===== src/rtl/mem_arbiter.sv =====
// -----------------------------------------------------------------------------
// mem_arbiter
//
// Two-requester memory arbiter. The instruction-fetch unit (IFU, read only)
// and the load/store unit (LSU, read or write) share one memory port.
// Requests are granted round-robin, one at a time. Each granted transaction
// passes through a four-state FSM:
//   IDLE -> REQ  -> WAIT -> RESP -> IDLE
// so back-to-back throughput is at most one transaction every four cycles.
//
// Optional feature (compile-time macro ARB_TIMEOUT_EN):
//   When defined, a WAIT-state counter forces a response with resp_err=1 and
//   resp_rdata=0 after TIMEOUT cycles without mem_resp_valid. When undefined,
//   resp_err is tied low and WAIT waits for memory indefinitely.
//
// Parameters
//   LATCH_W  width of the address, write-data and read-data fields
//   TIMEOUT  WAIT cycles before a forced error response (ARB_TIMEOUT_EN only)
//
// Ports
//   clk, rst                   clock; asynchronous active-low reset
//   ifu_req_valid/ready        IFU fetch request handshake
//   ifu_addr                   fetch address
//   lsu_req_valid/ready        LSU request handshake
//   lsu_addr/wen/wdata/type    LSU address, write enable, store data, size
//   ifu_resp_valid             one-cycle IFU completion pulse
//   lsu_resp_valid             one-cycle LSU completion pulse
//   resp_rdata, resp_err       response data and timeout flag
//   mem_req_valid/ready        memory request handshake
//   mem_addr/wen/wdata/mask    registered transaction fields
//   mem_resp_valid, mem_rdata  memory completion and read data
// -----------------------------------------------------------------------------
module mem_arbiter #(
    parameter int LATCH_W = 64,
    parameter int TIMEOUT = 255
) (
    input  logic               clk,
    input  logic               rst,
    input  logic               ifu_req_valid,
    output logic               ifu_req_ready,
    input  logic [LATCH_W-1:0] ifu_addr,
    input  logic               lsu_req_valid,
    output logic               lsu_req_ready,
    input  logic [LATCH_W-1:0] lsu_addr,
    input  logic               lsu_wen,
    input  logic [LATCH_W-1:0] lsu_wdata,
    input  logic [3:0]         lsu_type,
    output logic               ifu_resp_valid,
    output logic               lsu_resp_valid,
    output logic [LATCH_W-1:0] resp_rdata,
    output logic               resp_err,
    output logic               mem_req_valid,
    input  logic               mem_req_ready,
    output logic [LATCH_W-1:0] mem_addr,
    output logic               mem_wen,
    output logic [LATCH_W-1:0] mem_wdata,
    output logic [7:0]         mem_mask,
    input  logic               mem_resp_valid,
    input  logic [LATCH_W-1:0] mem_rdata
);

    typedef enum logic [1:0] {
        IDLE = 2'd0,
        REQ  = 2'd1,
        WAIT = 2'd2,
        RESP = 2'd3
    } state_t;

    state_t             state_q;
    logic               last_lsu_q;     // 1: LSU was granted most recently
    logic               owner_lsu_q;    // 1: current transaction belongs to LSU
    logic [LATCH_W-1:0] addr_q;
    logic [LATCH_W-1:0] wdata_q;
    logic [LATCH_W-1:0] rdata_q;
    logic               wen_q;
    logic [7:0]         mask_q;
    logic               mem_req_valid_q;
    logic               ifu_resp_q;
    logic               lsu_resp_q;

    logic               grant_ifu_d;
    logic               grant_lsu_d;
    logic [LATCH_W-1:0] addr_d;
    logic [LATCH_W-1:0] wdata_d;
    logic               wen_d;
    logic [7:0]         mask_d;
    logic [7:0]         lsu_mask;
    logic               timeout_hit;

    // Byte enables from the access size; sizes of 8 or more shift every bit
    // out, which yields a full mask.
    assign lsu_mask = ~(8'hFF << lsu_type);

    // Grant only in IDLE and only while out of reset, so nothing is accepted
    // before the first rising edge with rst released. On a tie the requester
    // not granted last wins.
    always_comb begin
        grant_ifu_d = 1'b0;
        grant_lsu_d = 1'b0;
        if (state_q == IDLE && rst) begin
            if (ifu_req_valid && (!lsu_req_valid || last_lsu_q)) begin
                grant_ifu_d = 1'b1;
            end else if (lsu_req_valid) begin
                grant_lsu_d = 1'b1;
            end
        end
    end

    assign addr_d  = grant_lsu_d ? lsu_addr  : ifu_addr;
    assign wdata_d = grant_lsu_d ? lsu_wdata : '0;
    assign wen_d   = grant_lsu_d & lsu_wen;
    assign mask_d  = grant_lsu_d ? lsu_mask  : 8'h0F;

`ifdef ARB_TIMEOUT_EN
    localparam int CNT_W = (TIMEOUT < 2) ? 1 : $clog2(TIMEOUT + 1);

    logic [CNT_W-1:0] wait_cnt_q;
    logic             err_q;

    // Counter holds the number of WAIT cycles already completed; the last
    // allowed WAIT cycle is the one where it reads TIMEOUT-1.
    assign timeout_hit = (wait_cnt_q == CNT_W'(TIMEOUT - 1));
    assign resp_err    = err_q;
`else
    logic unused_timeout;

    assign timeout_hit    = 1'b0;
    assign resp_err       = 1'b0;
    assign unused_timeout = (TIMEOUT == 0);
`endif

    always_ff @(posedge clk or negedge rst) begin
        if (!rst) begin
            state_q         <= IDLE;
            last_lsu_q      <= 1'b1;   // IFU wins the first tie
            owner_lsu_q     <= 1'b0;
            addr_q          <= '0;
            wdata_q         <= '0;
            rdata_q         <= '0;
            wen_q           <= 1'b0;
            mask_q          <= 8'h00;
            mem_req_valid_q <= 1'b0;
            ifu_resp_q      <= 1'b0;
            lsu_resp_q      <= 1'b0;
`ifdef ARB_TIMEOUT_EN
            wait_cnt_q      <= '0;
            err_q           <= 1'b0;
`endif
        end else begin
            case (state_q)
                IDLE: begin
                    if (grant_ifu_d || grant_lsu_d) begin
                        state_q         <= REQ;
                        addr_q          <= addr_d;
                        wdata_q         <= wdata_d;
                        wen_q           <= wen_d;
                        mask_q          <= mask_d;
                        owner_lsu_q     <= grant_lsu_d;
                        last_lsu_q      <= grant_lsu_d;
                        mem_req_valid_q <= 1'b1;
                    end
                end
                REQ: begin
                    if (mem_req_ready) begin
                        state_q         <= WAIT;
                        mem_req_valid_q <= 1'b0;
`ifdef ARB_TIMEOUT_EN
                        wait_cnt_q      <= '0;
`endif
                    end
                end
                WAIT: begin
                    if (mem_resp_valid) begin
                        state_q    <= RESP;
                        rdata_q    <= wen_q ? '0 : mem_rdata;
                        ifu_resp_q <= ~owner_lsu_q;
                        lsu_resp_q <= owner_lsu_q;
`ifdef ARB_TIMEOUT_EN
                        err_q      <= 1'b0;
`endif
                    end else if (timeout_hit) begin
                        state_q    <= RESP;
                        rdata_q    <= '0;
                        ifu_resp_q <= ~owner_lsu_q;
                        lsu_resp_q <= owner_lsu_q;
`ifdef ARB_TIMEOUT_EN
                        err_q      <= 1'b1;
`endif
                    end
`ifdef ARB_TIMEOUT_EN
                    wait_cnt_q <= wait_cnt_q + 1'b1;
`endif
                end
                RESP: begin
                    state_q    <= IDLE;
                    ifu_resp_q <= 1'b0;
                    lsu_resp_q <= 1'b0;
                end
                default: state_q <= IDLE;
            endcase
        end
    end

    assign ifu_req_ready  = grant_ifu_d;
    assign lsu_req_ready  = grant_lsu_d;
    assign mem_req_valid  = mem_req_valid_q;
    assign mem_addr       = addr_q;
    assign mem_wen        = wen_q;
    assign mem_wdata      = wdata_q;
    assign mem_mask       = mask_q;
    assign ifu_resp_valid = ifu_resp_q;
    assign lsu_resp_valid = lsu_resp_q;
    assign resp_rdata     = rdata_q;

endmodule


===== config.mk =====
export PLATFORM = sky130hd
export DESIGN_NAME = mem_arbiter
export DESIGN_NICKNAME = d
export VERILOG_FILES = /design/src/rtl/mem_arbiter.sv
export SDC_FILE = /design/constraint.sdc
export NUM_CORES = 1
export LEC_CHECK = 0
export CORE_AREA = 4 4 180 182
export CTS_CLUSTER_SIZE = 8
export DETAILED_ROUTE_END_ITERATION = 10
export DIE_AREA = 0 0 184 186
export PLACE_DENSITY_LB_ADDON = 0.12
export SLEW_MARGIN = 20
export SYNTH_ARGS = -nofsm -noshare
export SYNTH_HDL_FRONTEND = slang
export SYNTH_SLANG_ARGS = --single-unit

===== constraint.sdc =====
create_clock -name clk -period 3.6 [get_ports clk]
set_input_delay 0.54 -clock clk [delete_from_list [all_inputs] [get_ports clk]]
set_output_delay 0.54 -clock clk [all_outputs]
set_load 0.03 [all_outputs]

==> qor.yml, run 1 <==
status:
  status: "finished, final reports clean"
critical_path:
  required_ns: 3.06
  rr_startpoint: "state_q[0]$_DFFE_PN0P_"
  cp_max_fo: 41
  cp.arrival_ns: 2.42
  criticalPathCategory: "in -> out"
  cp_slowest_stage_delay_ns: 0.57
  rrSetupSlack_ns: 1.27
  cp-startpoint: "rst"
  reg2reg_depth: 7
  slowest_stage: "dlygate4sd3_1"
  endpoint_kind: "primary output"
  path_cells: "dlygate4sd3_1, buf_8, and3_4, nand2_2, inv_4, buf_4"
  start_kind: "input pin"
  worst_r2r_endpoint: "mem_wdata[17]$_DFFE_PN0P_"
final_layout:
  multiInputGateArea_um2: 2950
  syn2layout_area_growth_pct: 69.3
  regArea_um2: 5210
  fillers: 2842
  final_nets: 1433
  layout-drive-gt1-share_pct: 4.18
sta:
  clock_skew_ns: 0.00680
  hold_viol_final: 0
  max_freq_mhz: 338
  slew_viol_final: 0
  worst_slew_pin_slew_ns: 0.810
  rsz0062_at_grt: "no"
  finalSetupViolCount: 0
  period_needed_ns: 2.96
  slew_headroom_pct: 46.0
  fin_crit_sh_pct: 82.1
  final.setup.tns_ns: 0
floorplan:
  fp.dieH_um: 186
  core_um2: 30600
  rows: 64
  ios: 474
  initial_core_util_pct: 27.6
  die_w_um: 184
  die-area_um2: 34200
power:
  total_power_w: 0.0126
  power.leakage_nw: 6.12
  ir_drop_uv: 381
  power.density_nw_per_um2: 883
logic_synthesis:
  synth.area.top_cells: "dfrtp_1, a221o_1, a22o_1"
  netlist_area_um2: 8440
  synth_cell_types: 34
  synth_top_area_share_pct: 61.4
  avgSynthCellArea_um2: 11.9
  synth_nets: 978
  synth_warnings: 0
  synth-seq-cells: 208
  ys_seq_area_share_pct: 61.7
  yosys.area.top_type: "dfrtp_1"
  synthCells: 707
flow_run:
  maxCapViolCount: 0
grt:
  grt_pass1_wl_um: 46200
  antenna_found_initial: 1
  grt_max_degree: 129
  grt_usage_pct: 17.1
  grt_overflow: 0
  grt_pass1_vias: 7681
clocking:
  cts_buffer_depth: 3
  cts_setup_buffers: 0
  cts_tree: "yes"
  clk_root_buffer_cell: "clkbuf_16"
  clkLatencyLatePin_ns: 0.53
  ctsResizeCount: 0
  htree_levels: 1
  clkTransAtPathRegs_ns: 0.05
  numCtsBuffers: 29
  cts_sinks: 208
routing:
  wl_met3_um: 2840
  dr.max_layer_used: "met4"
  drt_iter0_markers: 322
  drtPass1Iterations: 4
  met2_length_um: 15100
  vias: 7238
  postRouteAntennaNets: 0
  drt-total-wl_um: 31300
  drc: 0
  wl_per_cell_um: 19.9
  met1_length_um: 12700
  routed_via_density: 4.61
placed_design:
  hpwl_um: 22200
  gp_congestion: 0.767
  port_buffers: 472
hold_path:
  holdPathEnd: "resp_rdata[44]$_DFFE_PN0P_"
  holdPathStages: 2
  hp-start: "resp_rdata[44]$_DFFE_PN0P_"
  hold_path_class: "reg -> reg"
==> cell families (layout without fill, tap and decap cells) <==
| kind of cell | count (synthesis) | in the layout | synth area share, % |
|---|---|---|---|
| compound gates | 215 | 215 | 20.2 |
| fa+ha+maj | 4 | 4 | 0.593 |
| buf+inv | 63 | 528 | 3.80 |
| flops | 208 | 208 | 61.7 |
| mux | 1 | 1 | 0.133 |
| other cells | 1 | 2 | 0.0444 |
| simple gates | 215 | 215 | 13.6 |
==> per-stage QoR <==
| stage | worst slack [ns] | instances | cell area, µm² | utilization, % | hold slack [ns] |
|---|---|---|---|---|---|
| 2_1_floorplan | 1.64 | 707 | 8440 | - | 0.244 |
| 5_1_grt | 0.529 | 1569 | 14300 | 46.7 | 0.502 |
| 3_3_place_gp | 0.996 | 1526 | 13500 | 44.1 | 0.463 |
| 6_report | 0.644 | 1569 | 14300 | 46.7 | 0.475 |
| 4_1_cts | 0.615 | 1568 | 14300 | 46.7 | 0.480 |
| 3_5_place_dp | 0.964 | 1526 | 13500 | 44.1 | 0.468 |
==> report_power, final <==
group,internal (W),total (W),switching [W],leakage (nW)
Combinational,0.00280,0.00632,0.00352,3.12
Sequential,0.00333,0.00386,0.000524,2.63
Clock,0.00145,0.00244,0.000991,0.375
==> cells in the final DEF (no fill, tap or decap), drive strengths merged, types with 2 or more instances in the layout <==
cell / instances
a21oi: 2
clkdlybuf4s50: 469
inv: 7
o211ai: 2
clkbuf: 40
dfrtp: 207
and2: 64
nand2b: 64
nand3: 2
o21a: 2
o32a: 2
o21ai: 67
nor2b: 2
nor2: 5
ha: 4
buf: 11
a22o: 70
a31oi: 2
a221o: 64
nand2: 77
==> layer usage <==
layer | GRT usage, % | vias up
li1 | - | 3431
met1 | 21.3 | 3451
met2 | 28.8 | 311
met3 | 5.53 | 45
met4 | 4.53 | 0
met5 | 0 | -
==> synthesized netlist by cell type (all sizes together) <==
master / n
buf: 33
and2: 64
a31oi: 2
inv: 6
clkbuf: 24
dfstp: 1
nor2b: 2
a221o: 64
dfrtp: 207
nand2b: 64
a211oi: 1
mux2: 1
o32a: 2
o211ai: 2
o21a: 2
o21ai: 67
o211a: 1
nand2: 77
nor2: 5
a22o: 70
o22a: 1
a221oi: 1
a21oi: 2
and3: 1
nand3: 2
ha: 4
conb: 1
==> state kept, by name, indices dropped and copies added, names as in the netlist, 2 cells and up <==
name,flops
mem_addr,64
mem_mask,8
mem_wdata,64
resp_rdata,64
state_q,2
==> worst max path at each step <==
stage	endpoint	slack (ns)	cells after the start
finish	lsu_req_ready	0.64	6
global route	lsu_req_ready	0.53	6
CTS	lsu_req_ready	0.62	6
detailed placement	lsu_req_ready	0.96	5
global placement	lsu_req_ready	1.0	5
floorplan	lsu_req_ready	1.64	7
==> critical path, delay by kind of cell <==
kind	cells	cell delay [ns]
buffers and inverters	4	1.42
and+or+nand+nor	2	0.38
==> layout make-up <==
class | instances | share of cell area, %
Antenna cell | 1 | 0.0175
Clock buffer | 40 | 5.37
Clock inverter | 1 | 0.0613
Inverter | 6 | 0.175
Multi-Input combinational cell | 436 | 20.6
Sequential cell | 208 | 36.4
Tap cell | 396 | 3.47
Timing Repair Buffer | 481 | 33.8
==> what timing repair did <==
item                                    CTS  global route
endpoints found under the setup margin    0             0
hold buffers                              1             0
endpoints found under the hold margin    35             0
Note: power is estimated with default switching activity, not from simulation.
==> inputs of run 2 (changes only) <==
- CORE_AREA: 4 4 180 182 -> 4 4 181 183
- DIE_AREA: 0 0 184 186 -> 0 0 185 187
- clock period: 3.6 -> 3 ns (I/O delays scaled with it)
==> qor.yml, run 2 (synthesis results as in run 1) <==
status:
  status: "finished, final reports clean"
placed_design:
  gp_congestion: 0.767
  dpl_cell_area_um2: 13600
  port_buffers: 472
  hpwl_um: 22600
clocking:
  cts_setup_buffers: 0
  ctsResizeCount: 0
  cts_sinks: 208
  cts_hold_buffers: 1
  cts_tree: "yes"
  numCtsBuffers: 30
  clkTransAtPathRegs_ns: 0.06
  clk_root_buffer_cell: "clkbuf_16"
  clkLatencyLatePin_ns: 0.54
  cts_buffer_depth: 3
  htree_levels: 1
critical_path:
  criticalPathCategory: "reg -> out"
  slowest_stage: "dfrtp_1"
  cp.arrival_ns: 2.16
  start_kind: "flop"
  cp-startpoint: "state_q[1]$_DFFE_PN0P_"
  reg2reg_depth: 7
  cp_slowest_stage_delay_ns: 0.40
  rrSetupSlack_ns: 0.86
  worst_r2r_endpoint: "mem_wdata[10]$_DFFE_PN0P_"
  required_ns: 2.55
  path_cells: "inv_1, ha_1, and3_4, nand2_2, inv_4, buf_4"
  cp_max_fo: 16
  rr_startpoint: "state_q[1]$_DFFE_PN0P_"
  endpoint_kind: "primary output"
  worstSetupEndpoint: "lsu_req_ready"
final_layout:
  final_nets: 1437
  syn2layout_area_growth_pct: 70.8
  layout-drive-gt1-share_pct: 4.66
  final_common_cell: "clkdlybuf4s50_1"
  final_area_um2: 14400
  fin_util_pct: 46.1
  layout_common_cells: "clkdlybuf4s50_1, dfrtp_1, nand2_1"
sta:
  finalSetupViolCount: 0
  clock_skew_ns: 0.0233
  rsz0062_at_grt: "no"
  period_needed_ns: 2.61
  hold_ws_ns: 0.345
  worst_slew_pin_slew_ns: 1.07
  slew_viol_final: 0
  fin_crit_sh_pct: 87.0
  hold_viol_final: 0
  slew_headroom_pct: 28.4
  max_freq_mhz: 383
  final.setup.tns_ns: 0
floorplan:
  rows: 65
  fp.dieH_um: 187
  ios: 474
  die-area_um2: 34600
  die_w_um: 185
  core_um2: 31200
  initial_core_util_pct: 27.0
routing:
  drc: 0
  drt_iter0_markers: 363
  drtPass1Iterations: 4
  postRouteAntennaNets: 0
  routed_via_density: 4.61
  drt-total-wl_um: 31600
  vias: 7301
  wl_per_cell_um: 20.0
grt:
  grt_pass1_vias: 7625
  grt_max_degree: 148
  antenna_found_initial: 2
  grt_usage_pct: 17.3
  grt_pass1_wl_um: 47300
  grt_overflow: 0
flow_run:
  maxCapViolCount: 0
power:
  power.density_nw_per_um2: 1070
  ir_drop_uv: 496
  power.leakage_nw: 6.19
hold_path:
  hold_path_class: "in -> async"
==> run 2: cell count changes in the layout (fill, tap and decap cells not counted), moves of 2 or more <==
cell / change
clkbuf_8: +2
clkbuf_16: +2
clkbuf_1: +2
buf_12: +3
==> run 2: how the worst min path moves through the flow <==
| stage | startpoint | to | slack, ns | depth (start not counted) |
|---|---|---|---|---|
| 6_report | rst | mem_mask[3]$_DFFE_PN0P_ | 0.35 | 2 |
| 5_1_grt | rst | mem_mask[3]$_DFFE_PN0P_ | 0.34 | 2 |
| 4_1_cts | rst | mem_mask[3]$_DFFE_PN0P_ | 0.32 | 2 |
| 3_5_place_dp | rst | mem_mask[3]$_DFFE_PN0P_ | 0.30 | 1 |
| 3_3_place_gp | rst | mem_mask[3]$_DFFE_PN0P_ | 0.29 | 1 |
| 2_1_floorplan | rst | ifu_resp_valid$_DFFE_PN0P_ | 0.15 | 0 |
==> run 2: routing by layer <==
layer / vias to the layer above / GRT usage [%] / routed length (µm)
met1: 3490 / 21.3 / 12600
met2: 331 / 29.2 / 15300
li1: 3448 / - / -
met5: - / 0 / 0
met4: 0 / 3.36 / 397
met3: 32 / 6.57 / 3320
==> run 2: final cells by class <==
type | instances | area, µm²
clock inverters | 1 | 5.00
diodes | 2 | 5.00
well taps | 402 | 503
fillers | 2940 | 16800
flip-flops and latches | 208 | 5210
clock buffers | 45 | 838
inverters | 6 | 25.0
repair buffers | 484 | 4890
multi-input cells | 436 | 2940
==> run 2: metrics by stage <==
| stage | instances | setup slack, ns | power, W |
|---|---|---|---|
| 2_1_floorplan | 707 | 1.13 | 0.00887 |
| 3_3_place_gp | 1535 | 0.677 | 0.0124 |
| 3_5_place_dp | 1535 | 0.644 | 0.0124 |
| 4_1_cts | 1582 | 0.340 | 0.0156 |
| 5_1_grt | 1584 | 0.216 | 0.0163 |
| 6_report | 1584 | 0.389 | 0.0154 |
==> run 2: report_power, final <==
part / switching [W] / internal, W
logic: 0.00424 / 0.00339
clock network: 0.00121 / 0.00188
registers: 0.000639 / 0.00400
total: 0.00609 / 0.00927
==> run 2: worst max-delay path, delay by kind of cell (launching register included) <==
kind                       cells  cell delay [ns]
adders and majority gates      1             0.33
and+or+nand+nor                2             0.37
buffers and inverters          3             0.51
DFF                            1             0.40
